`src/rtl/msx_bus_sync_pkg.sv`:
```
// Shared MSX bus definitions: cycle types, front-end FSM states and the
// CH376 I/O port map also used by the CH376 decode.
package msxusb_pkg;

    typedef enum logic [2:0] {
        CYC_NONE,
        CYC_MEM_RD,
        CYC_MEM_WR,
        CYC_IO_RD,
        CYC_IO_WR
    } cyc_t;

    typedef enum logic [1:0] {
        IDLE,
        SETTLE,
        ACTIVE
    } state_t;

    localparam logic [7:0] CH376_DAT0 = 8'h10;
    localparam logic [7:0] CH376_CMD0 = 8'h11;
    localparam logic [7:0] CH376_DAT1 = 8'h20;
    localparam logic [7:0] CH376_CMD1 = 8'h21;

    function automatic logic is_ch376(input logic [7:0] a);
        return (a == CH376_DAT0) || (a == CH376_CMD0) ||
               (a == CH376_DAT1) || (a == CH376_CMD1);
    endfunction

    // Strobe vector order: {mem_rd, mem_wr, io_rd, io_wr}
    function automatic logic [3:0] cyc_stb(input cyc_t c);
        logic [3:0] s;
        s = 4'b0000;
        unique case (c)
            CYC_MEM_RD: s = 4'b1000;
            CYC_MEM_WR: s = 4'b0100;
            CYC_IO_RD:  s = 4'b0010;
            CYC_IO_WR:  s = 4'b0001;
            default:    s = 4'b0000;
        endcase
        return s;
    endfunction

endpackage

```
`src/rtl/msx_bus_sync_if.sv`:
```
// Raw MSX cartridge bus plus the clean per-cycle outputs of the front-end.
interface msx_bus_sync_if;
    logic [15:0] addr;
    logic [7:0]  data;
    logic        iorq_n;
    logic        m1_n;
    logic        rd_n;
    logic        wr_n;
    logic        sltsl_n;
    logic        mem_rd_stb;
    logic        mem_wr_stb;
    logic        io_rd_stb;
    logic        io_wr_stb;
    logic [15:0] cyc_addr;
    logic [7:0]  cyc_data;
    logic        busy;
    logic        wait_n;

    modport slave (
        input  addr, data, iorq_n, m1_n, rd_n, wr_n, sltsl_n,
        output mem_rd_stb, mem_wr_stb, io_rd_stb, io_wr_stb,
        output cyc_addr, cyc_data, busy, wait_n
    );

    modport master (
        output addr, data, iorq_n, m1_n, rd_n, wr_n, sltsl_n,
        input  mem_rd_stb, mem_wr_stb, io_rd_stb, io_wr_stb,
        input  cyc_addr, cyc_data, busy, wait_n
    );
endinterface

```
`src/rtl/msx_bus_sync_sync2.sv`:
```
// Parameterised-width 2-flop synchroniser; flops reset to 1 (strobes idle).
module msx_sync2 #(
    parameter int W = 1
) (
    input  logic         clk_i,
    input  logic         rst_ni,
    input  logic [W-1:0] d_i,
    output logic [W-1:0] q_o
);
    logic [W-1:0] s1_q;
    logic [W-1:0] s2_q;

    always_ff @(posedge clk_i or negedge rst_ni) begin
        if (!rst_ni) begin
            s1_q <= '1;
            s2_q <= '1;
        end else begin
            s1_q <= d_i;
            s2_q <= s1_q;
        end
    end

    assign q_o = s2_q;
endmodule

```
`src/rtl/msx_bus_sync.sv`:
```
// MSX cartridge bus front-end: sync, settle filter, one strobe per cycle.
// Optional CH376 WAIT generation enabled by defining MSX_BUS_WAIT_EN.
module msx_bus_sync
    import msxusb_pkg::*;
#(
    parameter int SETTLE_CYCLES = 2,
    parameter int WAIT_CYCLES   = 8
) (
    input  logic           clk,
    input  logic           reset_n,
    msx_bus_sync_if.slave  bus
);
    logic [4:0]  raw;
    logic [4:0]  syn;
    logic        iorq_s, m1_s, rd_s, wr_s, sltsl_s;
    logic        io, mem, rdv, wrv, start, rel;
    cyc_t        cyc_now;

    state_t      state_q;
    cyc_t        cyc_q;
    logic [3:0]  cnt_q;
    logic [1:0]  prime_q;
    logic        rd_prev_q, wr_prev_q;
    logic [15:0] addr_q, cyc_addr_q;
    logic [7:0]  data_q, cyc_data_q;
    logic [3:0]  stb_q;
    logic        busy_q;
`ifdef MSX_BUS_WAIT_EN
    logic        wait_n_q;
    logic [7:0]  wcnt_q;
`endif

    assign raw = {bus.sltsl_n, bus.wr_n, bus.rd_n, bus.m1_n, bus.iorq_n};

    msx_sync2 #(.W(5)) u_sync (
        .clk_i  (clk),
        .rst_ni (reset_n),
        .d_i    (raw),
        .q_o    (syn)
    );

    assign {sltsl_s, wr_s, rd_s, m1_s, iorq_s} = syn;

    assign io  = !iorq_s && m1_s;
    assign mem = !sltsl_s;
    assign rdv = !rd_s && wr_s;
    assign wrv = !wr_s && rd_s;
    assign rel = rd_s && wr_s;

    always_comb begin
        cyc_now = CYC_NONE;
        unique case (1'b1)
            io && rdv:         cyc_now = CYC_IO_RD;
            io && wrv:         cyc_now = CYC_IO_WR;
            !io && mem && rdv: cyc_now = CYC_MEM_RD;
            !io && mem && wrv: cyc_now = CYC_MEM_WR;
            default:           cyc_now = CYC_NONE;
        endcase
    end

    // A new cycle needs the active strobe to have been seen high last clock
    assign start = (rdv && (cyc_now != CYC_NONE) && rd_prev_q) ||
                   (wrv && (cyc_now != CYC_NONE) && wr_prev_q);

    always_ff @(posedge clk or negedge reset_n) begin
        if (!reset_n) begin
            state_q    <= IDLE;
            cyc_q      <= CYC_NONE;
            cnt_q      <= '0;
            prime_q    <= '0;
            rd_prev_q  <= 1'b0;
            wr_prev_q  <= 1'b0;
            addr_q     <= '0;
            data_q     <= '0;
            cyc_addr_q <= '0;
            cyc_data_q <= '0;
            stb_q      <= '0;
            busy_q     <= 1'b0;
`ifdef MSX_BUS_WAIT_EN
            wait_n_q   <= 1'b1;
            wcnt_q     <= '0;
`endif
        end else begin
            addr_q  <= bus.addr;
            data_q  <= bus.data;
            stb_q   <= '0;
            // Hold edge history until the sync chain no longer shows reset 1s
            prime_q <= {prime_q[0], 1'b1};
            if (prime_q[1]) begin
                rd_prev_q <= rd_s;
                wr_prev_q <= wr_s;
            end
`ifdef MSX_BUS_WAIT_EN
            if (!wait_n_q) begin
                if (wcnt_q == 8'd1) wait_n_q <= 1'b1;
                else wcnt_q <= wcnt_q - 8'd1;
            end
`endif
            unique case (state_q)
                IDLE: begin
                    if (start) begin
                        state_q <= SETTLE;
                        cyc_q   <= cyc_now;
                        cnt_q   <= 4'd1;
                    end
                end
                SETTLE: begin
                    if (cyc_now != cyc_q) begin
                        state_q <= IDLE;
                    end else if (cnt_q == 4'(SETTLE_CYCLES)) begin
                        state_q    <= ACTIVE;
                        stb_q      <= cyc_stb(cyc_q);
                        busy_q     <= 1'b1;
                        cyc_addr_q <= addr_q;
                        cyc_data_q <= data_q;
`ifdef MSX_BUS_WAIT_EN
                        if ((cyc_q == CYC_IO_RD || cyc_q == CYC_IO_WR) &&
                            is_ch376(addr_q[7:0])) begin
                            wait_n_q <= 1'b0;
                            wcnt_q   <= 8'(WAIT_CYCLES);
                        end
`endif
                    end else begin
                        cnt_q <= cnt_q + 4'd1;
                    end
                end
                ACTIVE: begin
                    if (rel) begin
                        state_q <= IDLE;
                        busy_q  <= 1'b0;
`ifdef MSX_BUS_WAIT_EN
                        wait_n_q <= 1'b1;
`endif
                    end
                end
                default: state_q <= IDLE;
            endcase
        end
    end

    assign {bus.mem_rd_stb, bus.mem_wr_stb,
            bus.io_rd_stb, bus.io_wr_stb} = stb_q;
    assign bus.cyc_addr = cyc_addr_q;
    assign bus.cyc_data = cyc_data_q;
    assign bus.busy     = busy_q;
`ifdef MSX_BUS_WAIT_EN
    assign bus.wait_n   = wait_n_q;
`else
    assign bus.wait_n   = 1'b1;
`endif
endmodule

```
`src/flat_wrapper.sv`:
```
// flat-port wrapper written by rule: the top's interface ports become plain ports
module msx_bus_sync_flat import msxusb_pkg::*;
#(
    parameter int SETTLE_CYCLES = 2,
    parameter int WAIT_CYCLES   = 8
)
  (clk, reset_n, bus_addr, bus_data, bus_iorq_n, bus_m1_n, bus_rd_n, bus_wr_n, bus_sltsl_n, bus_mem_rd_stb, bus_mem_wr_stb, bus_io_rd_stb, bus_io_wr_stb, bus_cyc_addr, bus_cyc_data, bus_busy, bus_wait_n);
  msx_bus_sync_if bus_i ();
  input  logic clk;
  input  logic reset_n;
  input wire logic [$bits(bus_i.addr)-1:0] bus_addr;
  input wire logic [$bits(bus_i.data)-1:0] bus_data;
  input wire logic [$bits(bus_i.iorq_n)-1:0] bus_iorq_n;
  input wire logic [$bits(bus_i.m1_n)-1:0] bus_m1_n;
  input wire logic [$bits(bus_i.rd_n)-1:0] bus_rd_n;
  input wire logic [$bits(bus_i.wr_n)-1:0] bus_wr_n;
  input wire logic [$bits(bus_i.sltsl_n)-1:0] bus_sltsl_n;
  output wire logic [$bits(bus_i.mem_rd_stb)-1:0] bus_mem_rd_stb;
  output wire logic [$bits(bus_i.mem_wr_stb)-1:0] bus_mem_wr_stb;
  output wire logic [$bits(bus_i.io_rd_stb)-1:0] bus_io_rd_stb;
  output wire logic [$bits(bus_i.io_wr_stb)-1:0] bus_io_wr_stb;
  output wire logic [$bits(bus_i.cyc_addr)-1:0] bus_cyc_addr;
  output wire logic [$bits(bus_i.cyc_data)-1:0] bus_cyc_data;
  output wire logic [$bits(bus_i.busy)-1:0] bus_busy;
  output wire logic [$bits(bus_i.wait_n)-1:0] bus_wait_n;
  assign bus_i.addr = bus_addr;
  assign bus_i.data = bus_data;
  assign bus_i.iorq_n = bus_iorq_n;
  assign bus_i.m1_n = bus_m1_n;
  assign bus_i.rd_n = bus_rd_n;
  assign bus_i.wr_n = bus_wr_n;
  assign bus_i.sltsl_n = bus_sltsl_n;
  assign bus_mem_rd_stb = bus_i.mem_rd_stb;
  assign bus_mem_wr_stb = bus_i.mem_wr_stb;
  assign bus_io_rd_stb = bus_i.io_rd_stb;
  assign bus_io_wr_stb = bus_i.io_wr_stb;
  assign bus_cyc_addr = bus_i.cyc_addr;
  assign bus_cyc_data = bus_i.cyc_data;
  assign bus_busy = bus_i.busy;
  assign bus_wait_n = bus_i.wait_n;
  msx_bus_sync #(.SETTLE_CYCLES(SETTLE_CYCLES), .WAIT_CYCLES(WAIT_CYCLES)) u_core (.clk(clk), .reset_n(reset_n), .bus(bus_i));
endmodule
```
`config.mk`:
```
export PLATFORM = sky130hd
export DESIGN_NAME = msx_bus_sync_flat
export DESIGN_NICKNAME = d
export VERILOG_FILES = /design/src/rtl/msx_bus_sync_pkg.sv /design/src/rtl/msx_bus_sync_if.sv /design/src/rtl/msx_bus_sync_sync2.sv /design/src/rtl/msx_bus_sync.sv /design/src/flat_wrapper.sv
export SDC_FILE = /design/constraint.sdc
export NUM_CORES = 1
export LEC_CHECK = 0
export CORE_ASPECT_RATIO = 0.6
export CORE_MARGIN = 3
export CORE_UTILIZATION = 47
export DETAILED_ROUTE_END_ITERATION = 10
export GPL_ROUTABILITY_DRIVEN = 0
export PLACE_DENSITY = 0.83
export SYNTH_ARGS = -nofsm -noshare
export SYNTH_HDL_FRONTEND = slang
export SYNTH_SLANG_ARGS = --single-unit
```
`constraint.sdc`:
```
create_clock -name clk -period 7.8 [get_ports clk]
set_clock_uncertainty 0.2 [all_clocks]
set_input_delay 1.17 -clock clk [delete_from_list [all_inputs] [get_ports clk]]
set_output_delay 1.17 -clock clk [all_outputs]
set_load 0.01 [all_outputs]
```
==> impl_results.md, run 1 <==
- Status: finished, final reports clean
- I/O Buffers: 59
- Yosys cell types: 41
- DIE AREA: 6766 µm²
- Crit path DAT: 3.18 ns
- First-pass GRT wire length: 8038 µm
- CTS Buf Count: 9
- Final hold vios: 0
- GRT overflow: 0
- Fin area: 3622 µm²
- XOR/XNOR Fraction of Synth Area: 1.334%
- Int Pwr: 0.8570 mW
- CP startpoint kind: flop
- Placed Cells: 304
- NetSw: 0.3259 mW
- Layout overhead on the synthesized area: 33.16%
- Max-slew headroom: 40.35%
- Initial core utilization: 51.03%
- Mux contribution to synthesized area: 12.79%
- Antenna violations before repair: 0
- Clk sinks: 76
- CP max FO: 25
- Root Buffer: clkbuf_8
- Critical path class: reg -> reg
- Total GRT Usage: 16.14%
- Place WS: 4.653 ns
- Total Wirelength: 4704 µm
- I/O Pins: 61
- Utilization after layout: 67.96%
- Peak supply drop: 0.1754 mV
- Final setup TNS: 0 ns
- CTS clock-pin slew for the worst setup and hold paths: 0.08 ns
- Part of the Yosys area used for sequential elements: 70.38%
- Vias/cell: 4.822
- Final net count: 271
- Commonest non-fill, non-tap cell in the layout: dfrtp_1
- Hold Crit Class: reg -> reg
- Post-CTS setup buffers: 0
- Die width: 104.2 µm
- Endpoint class of the critical path: flop
- Flop pwr share: 45.0%
- CTS tree: yes
- Post_cts resized: 0
- RSZ-0062 raised after global routing: no
- Post-Synth Adder-Cell Area: 0.9200%
- Num rows: 20
- Non-Filler Instances: 320
- DPL Wire Length: 3158 µm
- Slew of the pin with the lowest slew margin: 0.8948 ns
- Max-cap violations: 0
- Fin crit share: 40.38%
- #FFs+latches synth: 76
- Final WS setup: 4.650 ns
- Total Power: 1.183 mW
- Via count: 1543
- Synth Area in Simple Gates: 9.016%
- Final slew viol count: 0
- CORE AREA: 5330 µm²
- Clock Latency Late Sink: 0.35 ns
- Syn Inst Count: 170
- Clock Power Share: 28.4%
- Hold_ws: 0.1539 ns
- Logic pwr share: 26.6%
- Pleak: 1.586 nW
- H-tree depth: 3
- Post-DP Area: 3390 µm²
- Cell area after synthesis: 2720 µm²
- Number of flops mapped to enable cells by yosys: 0
- Vias in the first global route: 1606
- Commonest cells after routing, fill and taps aside: dfrtp_1 (66), clkdlybuf4s50_1 (58), mux2_2 (22)
- # DRC: 0
- Drt wl/cell: 14.70 µm
- Initial drt markers: 47
- Pwr dens: 326.6 nW/µm²
- CP required: 7.83 ns
- DRT Pass-1 Iters: 4
- Switching Fraction: 27.55%
- Fmax: 317.5 MHz
- Final setup vio count: 0
- Antenna Cells: 0
- Post-synthesis compound-gate area fraction: 3.588%
- FFs w/ async S/R, synth: 100.0%
- Mean post-synth cell area: 16.00 µm²
- Post-CTS Hold Buffers: 0
- Main flop type after synthesis: dfrtp_1
- Yosys warns: 0
- Main combinational cell family by area after synthesis: multiplexers
- Min Tclk post-route: 3.150 ns
- Largest net degree at the start of global routing: 77
- Layout cells sized above 1: 26.34%
- Largest buffer count on any clock path: 2
- Die Ht: 64.93 µm
- ANT nets after route: 0
registers in the layout, summed over array words and instances (netlist names):
signal and count:
u_core.addr_q 16, u_core.bus.cyc_addr 16, u_core.bus.cyc_data 8, u_core.data_q 8, u_core.u_sync.q_o 5, u_core.u_sync.s1_q 5, u_core.cnt_q 4, u_core.stb_q 4
u_core.cyc_q 3, u_core.prime_q 2, u_core.state_q 2, u_core.bus.busy 1, u_core.rd_prev_q 1, u_core.wr_prev_q 1
power groups by stage:
stage | logic (mW) | clock network, mW | registers [mW]
global placement | 0.308 | 0 | 0.538
floorplan | 0.130 | 0 | 0.556
CTS | 0.319 | 0.348 | 0.534
global route | 0.340 | 0.368 | 0.547
detailed placement | 0.316 | 0 | 0.539
finish | 0.314 | 0.336 | 0.532
worst paths after layout:
path / from / end / depth (start not counted) / slack (ns)
worst max-delay path: u_core.u_sync.q_o[2] / u_core.bus.cyc_data[0] / 6 / 4.65
worst min-delay path: u_core.prime_q[0] / u_core.prime_q[1] / 0 / 0.15
worst max register to register: u_core.u_sync.q_o[2] / u_core.bus.cyc_data[0] / 6 / 4.65
worst min register to register: u_core.prime_q[0] / u_core.prime_q[1] / 0 / 0.15
max in group asynchronous: reset_n / u_core.stb_q[3] / 1 / 6.08
min in group asynchronous: reset_n / u_core.bus.cyc_addr[14] / 1 / 0.74
kinds of logic after synthesis:
| family | Yosys count |
|---|---|
| mux | 29 |
| buf+inv | 8 |
| simple gates | 39 |
| compound gates | 13 |
| other cells | 1 |
| xor+xnor | 2 |
| flops | 76 |
| fa+ha+maj | 2 |
cell type report:
class | instances | area, µm²
timing repair buffer | 60 | 595.6
multi-input combinational | 87 | 768.2
clock buffer | 10 | 137.6
fill | 393 | 1708
clock inverter | 6 | 95.09
tap | 77 | 96.34
inverter | 4 | 15.01
sequential | 76 | 1914
worst max-delay path: stages (launching register included):
cell and delay, ns:
dfstp_2 0.59, nor4bb_1 0.35, xnor2_1 0.17, nand4_1 0.36, nor4_4 0.58, buf_4 0.40
mux2_2 0.38
per-layer routing:
layer	vias to the layer above	global-route usage, %	wire length (µm)
met5	-	0	0
met4	0	7.960	91
met3	8	8.358	400
met2	57	21.28	1930
met1	743	21.69	2281
li1	735	-	-
cells in the mapped netlist (3+ instances only):
| master | count | share of area (%) |
|---|---|---|
| mux2_2 | 22 | 9.1 |
| a21oi_1 | 4 | 0.74 |
| nor2_1 | 7 | 0.97 |
| or4_1 | 3 | 0.83 |
| inv_1 | 4 | 0.55 |
| nand2_1 | 6 | 0.83 |
| dfrtp_1 | 66 | 61 |
| mux2_4 | 6 | 3.3 |
| dfstp_2 | 10 | 9.7 |
| nor3_1 | 3 | 0.55 |
| nand2b_1 | 3 | 0.69 |
No activity file was read; power rests on OpenSTA's default activity.
==> run 2: changes to the inputs <==
- CORE_UTILIZATION: 47 -> 44
- PLACE_DENSITY: 0.83 -> 0.82
- clock period: 7.8 -> 2.7 ns (I/O delays scaled with it)
==> impl_results.md, run 2 (same netlist as run 1, synthesis figures left out) <==
- Status: finished, violations left (was finished, final reports clean)
- Violated checks: hold timing
- Vias/cell: 4.841 (was 4.822)
- Crit path DAT: 2.55 ns (was 3.18 ns)
- CP startpoint kind: flop (unchanged)
- Int Pwr: 2.431 mW (was 0.8570 mW)
- Final setup TNS: 0 ns (unchanged)
- Clock Power Share: 25.7% (was 28.4%)
- DPL Wire Length: 3220 µm (was 3158 µm)
- Met1 Wirelength: 2388 µm (was 2281 µm)
- Fmax: 396.6 MHz (was 317.5 MHz)
- ANT nets after route: 0 (unchanged)
- Logic pwr share: 28.4% (was 26.6%)
- Clk sinks: 76 (unchanged)
- First-pass GRT wire length: 7921 µm (was 8038 µm)
- CTS clock-pin slew for the worst setup and hold paths: 0.07 ns (was 0.08 ns)
- Peak supply drop: 0.4158 mV (was 0.1754 mV)
- Die Ht: 66.91 µm (was 64.93 µm)
- Fin crit share: 93.37% (was 40.38%)
- GRT overflow: 0 (unchanged)
- CTS tree: yes (unchanged)
- Pleak: 1.609 nW (was 1.586 nW)
- Commonest cells after routing, fill and taps aside: dfrtp_1 (66), clkdlybuf4s50_1 (58), mux2_2 (22) (unchanged)
- DRT Pass-1 Iters: 4 (unchanged)
- Flop pwr share: 45.9% (was 45.0%)
- Layout cells sized above 1: 27.42% (was 26.34%)
- Antenna Cells: 0 (unchanged)
- RSZ-0062 raised after global routing: no (unchanged)
- Largest buffer count on any clock path: 2 (unchanged)
- Max-cap violations: 0 (unchanged)
- Switching Fraction: 27.92% (was 27.55%)
- Initial core utilization: 47.06% (was 51.03%)
- Post-CTS Hold Buffers: 0 (unchanged)
- Pwr dens: 918.3 nW/µm² (was 326.6 nW/µm²)
- DIE AREA: 7193 µm² (was 6766 µm²)
- Final net count: 276 (was 271)
- Endpoint class of the critical path: flop (unchanged)
- Hold Crit Class: in -> async (was reg -> reg)
- NetSw: 0.9414 mW (was 0.3259 mW)
- I/O Pins: 61 (unchanged)
- Commonest non-fill, non-tap cell in the layout: dfrtp_1 (unchanged)
- Max-slew headroom: 40.96% (was 40.35%)
- Min Tclk post-route: 2.521 ns (was 3.150 ns)
- Via count: 1588 (was 1543)
- I/O Buffers: 59 (unchanged)
- Slew of the pin with the lowest slew margin: 0.8857 ns (was 0.8948 ns)
- Place WS: 0.07426 ns (was 4.653 ns)
- Clock Latency Late Sink: 0.34 ns (was 0.35 ns)
- Root Buffer: clkbuf_8 (unchanged)
- Total Wirelength: 5122 µm (was 4704 µm)
- Final WS setup: 0.1789 ns (was 4.650 ns)
- Total GRT Usage: 14.67% (was 16.14%)
- Final setup vio count: 0 (unchanged)
- Final slew viol count: 0 (unchanged)
- Num rows: 21 (was 20)
- DR WL met3: 315 µm (was 400 µm)
- CORE AREA: 5781 µm² (was 5330 µm²)
- CTS Buf Count: 9 (unchanged)
- H-tree depth: 3 (unchanged)
- CP max FO: 14 (was 25)
- Initial drt markers: 50 (was 47)
- CP required: 2.72 ns (was 7.83 ns)
- Met2 routed WL: 2365 µm (was 1930 µm)
- # DRC: 0 (unchanged)
- Die width: 107.5 µm (was 104.2 µm)
- Drt wl/cell: 15.62 µm (was 14.70 µm)
- Antenna violations before repair: 0 (unchanged)
- Top layer in use: met4 (unchanged)
- Hold_ws: -0.01209 ns (was 0.1539 ns)
- Final hold vios: 12 (was 0)
- Vias in the first global route: 1592 (was 1606)
- Layout overhead on the synthesized area: 35.00% (was 33.16%)
- Critical path class: reg -> reg (unchanged)
- Largest net degree at the start of global routing: 77 (unchanged)
-- run 2: path summary, 6_finish.rpt --
kind                                             from                 endpoint  cells after the start  slack, ns
worst max-delay path             u_core.u_sync.q_o[2]  u_core.bus.cyc_addr[10]                      7       0.18
worst min-delay path                          reset_n   u_core.bus.cyc_addr[0]                      1      -0.01
worst max register to register   u_core.u_sync.q_o[2]  u_core.bus.cyc_addr[10]                      7       0.18
worst min register to register  u_core.u_sync.s1_q[0]     u_core.u_sync.q_o[0]                      0       0.16
max in group asynchronous                     reset_n        u_core.prime_q[0]                      1       1.74
min in group clk                u_core.u_sync.s1_q[0]     u_core.u_sync.q_o[0]                      0       0.16
-- run 2: routing by layer --
metal,vias up,track usage (%)
met3,5,6.099
li1,747,-
met5,-,0
met2,49,21.59
met4,0,5.039
met1,787,19.63
-- run 2: worst max-delay path: stages (launching register included) --
cell       delay [ns]
dfstp_2          0.57
or3b_1           0.35
mux2_4           0.30
xnor2_4          0.14
nor4_4           0.13
buf_4            0.19
clkbuf_16        0.19
mux2_2           0.33
-- run 2: cell type report --
class	instances	area (µm²)
fill	439	2108
sequential	76	1914
multi-input combinational	87	774.5
timing repair buffer	65	663.1
clock buffer	12	156.4
tap	80	100.1
clock inverter	4	48.80
inverter	4	15.01
-- run 2: per-stage QoR --
step           instances  utilization [%]  instance area, µm²  hold slack [ns]  total power, mW
2_1_floorplan        171                -                2724         -0.09059            1.980
3_3_place_gp         310            59.31                3428           0.1341            2.469
3_5_place_dp         310            59.31                3428           0.1468            2.509
4_1_cts              326            62.86                3633         0.005229            3.403
5_1_grt              328            63.53                3672          0.03897            3.567
6_report             328            63.53                3672         -0.01209            3.372
-- run 2: repair_timing --
item | in CTS | in global routing
setup buffers | 0 | 1
endpoints found under the setup margin | 0 | 24
gates resized for setup | 0 | 1
-- run 2: power by group through the flow --
stage | combinational, mW | clock (mW) | sequential, mW
after global placement | 0.919 | 0 | 1.55
after floorplan | 0.375 | 0 | 1.61
final | 0.959 | 0.867 | 1.55
after global routing | 1.04 | 0.949 | 1.57
after detailed placement | 0.953 | 0 | 1.56
after CTS | 0.960 | 0.897 | 1.55
